<file path="src/rtl/demux_dest_buf.sv">
// Destination demux feeding one first-word-fall-through FIFO per output channel.
// The word is routed by dest_in and each channel is drained independently through pop[k].

module demux_dest_buf_chan #(
    parameter int DATA_W = 8,
    parameter int DEPTH  = 4,
    parameter int AW     = $clog2(DEPTH),
    parameter int CW     = AW + 1
) (
    input  logic              clk,
    input  logic              reset,
    input  logic              push_i,
    input  logic              pop_i,
    input  logic [DATA_W:0]   wdata_i,
    output logic [DATA_W:0]   head_o,
    output logic [CW-1:0]     count_o
);
    logic [DATA_W:0] mem_q [DEPTH];
    logic [AW-1:0]   wr_ptr_q, wr_ptr_d, rd_ptr_q, rd_ptr_d;
    logic [CW-1:0]   cnt_q, cnt_d;
    logic            do_pop;

    // push_i arrives already qualified against full, so only pop needs gating here
    assign do_pop = pop_i && (cnt_q != '0);

    always_comb begin
        wr_ptr_d = wr_ptr_q;
        rd_ptr_d = rd_ptr_q;
        cnt_d    = cnt_q;
        if (push_i) wr_ptr_d = wr_ptr_q + AW'(1);
        if (do_pop) rd_ptr_d = rd_ptr_q + AW'(1);
        case ({push_i, do_pop})
            2'b10:   cnt_d = cnt_q + CW'(1);
            2'b01:   cnt_d = cnt_q - CW'(1);
            default: cnt_d = cnt_q;
        endcase
    end

    always_ff @(posedge clk or posedge reset) begin
        if (reset) begin
            wr_ptr_q <= '0;
            rd_ptr_q <= '0;
            cnt_q    <= '0;
        end else begin
            wr_ptr_q <= wr_ptr_d;
            rd_ptr_q <= rd_ptr_d;
            cnt_q    <= cnt_d;
        end
    end

    always_ff @(posedge clk) begin
        if (push_i) mem_q[wr_ptr_q] <= wdata_i;
    end

    assign head_o  = mem_q[rd_ptr_q];
    assign count_o = cnt_q;
endmodule

module demux_dest_buf #(
    parameter int DATA_W = 8,
    parameter int DEST_W = 1,
    parameter int DEPTH  = 4,
    parameter int N      = 1 << DEST_W,
    parameter int CW     = $clog2(DEPTH) + 1
) (
    input  logic                clk,
    input  logic                reset,
    input  logic                valid_in,
    input  logic [DATA_W-1:0]   data_in,
    input  logic [DEST_W-1:0]   dest_in,
    input  logic                class_in,
    output logic                ready_in,
    input  logic [N-1:0]        pop,
    output logic [N*DATA_W-1:0] data_out,
    output logic [N-1:0]        class_out,
    output logic [N-1:0]        valid_out,
    output logic [N-1:0]        full,
    output logic [N*CW-1:0]     count
);
    logic [N-1:0][DATA_W-1:0] data_w;
    logic [N-1:0][DATA_W:0]   head_w;
    logic [N-1:0][CW-1:0]     cnt_w;
    logic [N-1:0]             push_w;

    assign ready_in = ~full[dest_in];

    for (genvar g = 0; g < N; g++) begin : g_chan
        assign push_w[g] = valid_in && ready_in && (dest_in == DEST_W'(g));

        demux_dest_buf_chan #(
            .DATA_W (DATA_W),
            .DEPTH  (DEPTH)
        ) u_chan (
            .clk     (clk),
            .reset   (reset),
            .push_i  (push_w[g]),
            .pop_i   (pop[g]),
            .wdata_i ({class_in, data_in}),
            .head_o  (head_w[g]),
            .count_o (cnt_w[g])
        );

        assign data_w[g]    = head_w[g][DATA_W-1:0];
        assign class_out[g] = head_w[g][DATA_W];
        assign full[g]      = (cnt_w[g] == CW'(DEPTH));
        assign valid_out[g] = (cnt_w[g] != '0);
    end

    assign data_out = data_w;
    assign count    = cnt_w;
endmodule

</file>
<file path="config.mk">
export PLATFORM = sky130hd
export DESIGN_NAME = demux_dest_buf
export DESIGN_NICKNAME = d
export VERILOG_FILES = /design/src/rtl/demux_dest_buf.sv
export SDC_FILE = /design/constraint.sdc
export NUM_CORES = 1
export LEC_CHECK = 0
export ABC_AREA = 1
export BUFFER_PORTS_ARGS = -buffer_cell sky130_fd_sc_hd__clkbuf_2
export CORE_ASPECT_RATIO = 1.75
export CORE_MARGIN = 2
export CORE_UTILIZATION = 45
export CTS_CLUSTER_DIAMETER = 60
export DETAILED_ROUTE_END_ITERATION = 7
export HOLD_SLACK_MARGIN = 0.1
export PLACE_DENSITY = 0.73
export SKIP_LAST_GASP = 1
export SLEW_MARGIN = 20
export SYNTH_ARGS = -nofsm -noshare
export SYNTH_HDL_FRONTEND = slang
export SYNTH_SLANG_ARGS = --single-unit
</file>
<file path="constraint.sdc">
create_clock -name clk -period 4.5 [get_ports clk]
set_clock_uncertainty 0.15 [all_clocks]
set_input_delay 0.45 -clock clk [delete_from_list [all_inputs] [get_ports clk]]
set_output_delay 0.45 -clock clk [all_outputs]
set_load 0.05 [all_outputs]
</file>
## Yosys cells after proc, flatten, opt, wreduce, memory -nomap -nowiden

Memory sizes are Yosys's and may differ from the RTL's.
Index checks and enable logic that the tools add are counted.
W data, S select, Z words.

- Add/subtract/negate cells: 8
- Order comparisons: 1
- Eq/ne operators: 6
- Multiplexer cells: 8
- Bitwise logic cells: 2
- Reduce and logical (&&, ||, !) cells: 9

Operators by type and width:

| kind | count |
|---|---|
| $pmux W3 S2 | 2 |
| $add A2 B1 Y2 const B | 4 |
| $add A3 B1 Y3 const B | 2 |
| $eq A3 B3 Y1 const B | 2 |
| $mux W1 | 6 |
| $reduce_bool A3 Y1 | 2 |
| $sub A3 B1 Y3 const B | 2 |
| $logic_and A1 B1 Y1 | 5 |
| $eq A2 B1 Y1 const B | 2 |
| $eq A2 B2 Y1 const B | 2 |
| $reduce_bool A2 Y1 | 2 |
| $lt A1 B2 Y1 const B | 1 |
| $not A1 Y1 | 2 |

- Bits in registers: 14
- RAM bits: 72
- Input port bits: 15
- Output and inout port bits: 29
- Word-level logic and storage cells: 42
- Memories: 2

Memory list:

| memory | words | bits a word | rd ports | clocked after Yosys merged registers in | wr ports | line | RTL |
|---|---|---|---|---|---|---|---|
| g_chan[0].u_chan.mem_q | 4 | 9 | 1 | 0 | 1 | 18 | `logic [DATA_W:0] mem_q [DEPTH];` |
| g_chan[1].u_chan.mem_q | 4 | 9 | 1 | 0 | 1 | 18 |  |

## Longest topological paths before layout

- Word-level depth: 8
- Gate-level depth with buffers: 12
- Gate-level depth less buffers: 12

## By module

A second synthesis with hierarchy kept.

- Cells, all modules: 339
- Area, all modules: 3822.4 µm²

By module, submodules not included:

| module | times used | cells each | area each (µm²) | sequential area each (µm²) |
|---|---|---|---|---|
| demux_dest_buf_chan | 2 | 161 | 1871.8 | 1256.2 |
| demux_dest_buf | 1 | 17 | 78.8 | 0.0 |

## Worst setup path after synthesis

Ideal clock, no wire load.

- Kind: register to output
- From: register g_chan[1].u_chan.cnt_q[0]
- To: output ready_in
- Arrival time: 1.917 ns
- Required time: 3.900 ns
- Slack: 1.983 ns
- Cell stages (with the launch flop): 5
- Buffers on the path: 0
- Path through: dfrtp_1 > nor2_2 > nand2_2 > inv_1 > o21ai_1

- Cells in the longest elaborated chain, start to end: 4

RTL lines:

| item | line | RTL |
|---|---|---|
| from (decl) | 20 | `logic [CW-1:0] cnt_q, cnt_d;` |
| from (signal assigned) | 47 | `cnt_q <= cnt_d;` |
| $eq A3 B3 Y1 | 105 | `assign full[g] = (cnt_w[g] == CW'(DEPTH));` |
| net full[1] | 77 | `output logic [N-1:0] full,` |
| $mux W1 (not written as such) (2 in a row) | 85 | `assign ready_in = ~full[dest_in];` |
| $not A1 Y1 | 85 |  |
| to (decl) | 72 | `output logic ready_in,` |

The timed path passes the listed nets, and every way through them passes these cells. The select of a mux whose other input is x is not followed.

## Final worst setup path

- From: register g_chan[1].u_chan.rd_ptr_q[0]
- To: output data_out[12]

- Cells in the longest elaborated chain, start to end: 1

RTL lines:

| item | line | RTL |
|---|---|---|
| from (decl) | 19 | `logic [AW-1:0] wr_ptr_q, wr_ptr_d, rd_ptr_q, rd_ptr_d;` |
| from (signal assigned) | 46 | `rd_ptr_q <= rd_ptr_d;` |
| $mem_v2 Z4 W9 | - |  |
| to (decl) | 74 | `output logic [N*DATA_W-1:0] data_out,` |

Every way passes these cells.

==> flow_metrics.tcl <==
set metrics [dict create \
    cts_max_path_buffers 2 \
    crit_path_end_kind "output pin" \
    syn_avg_cell_area_sq_um 11.6 \
    grt_pass1_vias 2338 \
    grt_pass1_wl_microns 11100 \
    min-delay-start "pop[0]" \
    hold_buffers 1 \
    die_area_sq_mm 0.00899 \
    p_leak_nw 1.76 \
    instances_no_fill 458 \
    drtPass1Iterations 4 \
    start_kind "register" \
    antenna_found_initial 0 \
    layout_common_cells "edfxtp_1, nor2_1, clkbuf_2, nand2_1, o21ai_1" \
    avgViaCountPerCell 5.24 \
    setup-tns-final_ns 0 \
    multi_input_area_sq_um 987 \
    drt_wl_total_microns 7050 \
    ctsResizeCount 0 \
    fin_ws_ns 1.83 \
    fmax_mhz 374 \
    synth-seq-area-share 0.679 \
    rows 43 \
    slew_headroom 0.348 \
    crit_path_max_fanout 21 \
    fin_nets 390 \
    ys_ff_latch 86 \
    synthesis.nets 345 \
    r2r_cells 4 \
    worst_path_max_delay_cell "dfrtp_1" \
    path_delay_family "flip-flops" \
    grt-ovfl-total 0 \
    wl_per_cell_microns 15.4 \
    dieWidth_microns 72.5 \
    start_util 0.465 \
    dp_hpwl_microns 4850 \
    cts_setup_buffers 0 \
    numCtsBuffers 9 \
    grt_max_degree 22 \
    fin_util 0.539 \
    power.density_mw_per_mm2 777 \
    drtIter0Drc 156 \
    dr_total_vias 2398 \
    portBuffers 43 \
    fin_area_sq_mm 0.00429 \
    cts_tree "built" \
    hp-class "input pin to register" \
    path_class "register to output pin" \
    period_minus_slack_ns 2.67 \
    path_buf_inv 2 \
    r2r_setup_slack_ns 2.50 \
    num_io_pins 44 \
    core_area_sq_mm 0.00796 \
    h-tree-depth 3 \
    syn_area_sq_mm 0.00370 \
    outcome "finished clean" \
    netlist_instances 318 \
    place_area_sq_mm 0.00396 \
    rsz0062_at_grt "no" \
    clock-sinks 86 \
    num_antenna_cells 0 \
    hold_depth 3 \
    drc 0 \
    yosysWarnings 0 \
    path_clk_slew_ns 0.06 \
    ant_nets 0 \
    arrival_ns 2.07 \
    slowest_delay_ns 0.78 \
    fill_cells 683 \
    gp_congestion 0.737 \
    required_ns 3.90 \
    dp_worst_setup_slack_ns 2.19 \
    dp_cells 441 \
    die_y_microns 124 \
    hold_violations 0 \
    finalCritPeriodShare 0.594 \
    tightest_slew_ns 0.974 \
    setup_viol_count_final 0 \
    ir_drop_mv 0.336 \
    r2r_start "g_chan[0].u_chan.count_o[0]" \
    drive_gt1_frac 0.196 \
    drv_slew 0 \
    hold_end "g_chan[0].u_chan.rd_ptr_q[1]" \
    cts_root_buf "clkbuf_16" \
    area_delta_synth_final_pct 16.0 \
    whs_ns 0.237 \
    regArea_sq_mm 0.00251 \
    worstSkewPairLatency_ns 0.34 \
    report.power.total_mw 3.33 \
    ys_types 21 \
    r2r_end "g_chan[0].u_chan.mem_q[1][8]" \
    final_common_cell "edfxtp_1" \
    path_cells "inv_2 > o21ai_0 > o21ai_1 > clkbuf_2" \
    grt_usage 0.169 \
    cap_violations 0 \
]
## worst reg2reg max path, cell delays in order (launching register included)
cell and delay (ns):
dfrtp_1 0.44, nor2_4 0.08, nand2_4 0.09, nand3_4 0.10, nor2_1 0.76
## logic make-up (layout without fill, tap and decap cells)
kind of cell | after synthesis | in the layout | synth area share
and+or+nand+nor | 117 | 117 | 0.140
DFF | 86 | 86 | 0.679
AOI/OAI and AO/OA | 57 | 57 | 0.0771
buffers and inverters | 44 | 94 | 0.0541
adders and majority gates | 12 | 12 | 0.0446
xor gates and xnor gates | 2 | 2 | 0.00474
## worst max path at each step
stage	from	to	slack (ns)	cells past startpoint
floorplan	g_chan[1].u_chan.count_o[0]	ready_in	1.98	4
global placement	g_chan[1].u_chan.rd_ptr_q[0]	data_out[12]	2.24	4
detailed placement	g_chan[1].u_chan.rd_ptr_q[0]	data_out[12]	2.19	4
CTS	g_chan[1].u_chan.rd_ptr_q[0]	data_out[12]	1.81	4
global route	g_chan[1].u_chan.rd_ptr_q[0]	data_out[12]	1.70	4
finish	g_chan[1].u_chan.rd_ptr_q[0]	data_out[12]	1.83	4
## sequential cells by signal (all words and copies together), names as in the netlist
signal and count:
g_chan.u_chan.wr_ptr_q 4, g_chan.u_chan.mem_q 72, g_chan.u_chan.count_o 6, g_chan.u_chan.rd_ptr_q 4
## report_power, final
part | internal, mW | switching [mW] | total [mW]
registers | 1.00 | 0.132 | 1.13
clock network | 0.513 | 0.276 | 0.789
logic | 0.339 | 1.07 | 1.41
total | 1.85 | 1.48 | 3.33
## area by class of cell
class / instances / area share
Multi-Input combinational cell: 188 / 0.230
Timing Repair Buffer: 44 / 0.0525
Sequential cell: 86 / 0.586
Clock buffer: 12 / 0.0598
Inverter: 34 / 0.0297
Tap cell: 90 / 0.0262
Clock inverter: 4 / 0.0160
## routing by layer
layer | track usage | up-vias | part of all wire
met4 | 0.0903 | 0 | 0.030
met2 | 0.299 | 46 | 0.55
met5 | 0 | - | 0
met1 | 0.181 | 1171 | 0.39
li1 | - | 1165 | -
met3 | 0.0421 | 16 | 0.035
## synthesized netlist by cell type
cell	number	area [sq um]
fa_1	2	40.0
nand2_4	1	11.3
nand2_1	35	131
nand4_1	6	37.5
nand3_4	2	35.0
nor2_4	1	11.3
inv_1	29	109
edfxtp_1	72	2160
buf_2	4	20.0
o21ai_0	25	125
nand2_2	3	18.8
nor2_2	3	18.8
dfrtp_1	14	350
buf_4	4	30.0
buf_6	2	22.5
inv_2	5	18.8
nand3_1	6	30.0
o21ai_1	32	160
ha_1	10	125
xnor2_1	2	17.5
nor2_1	60	225
Note: power is estimated with default switching activity, not from simulation.
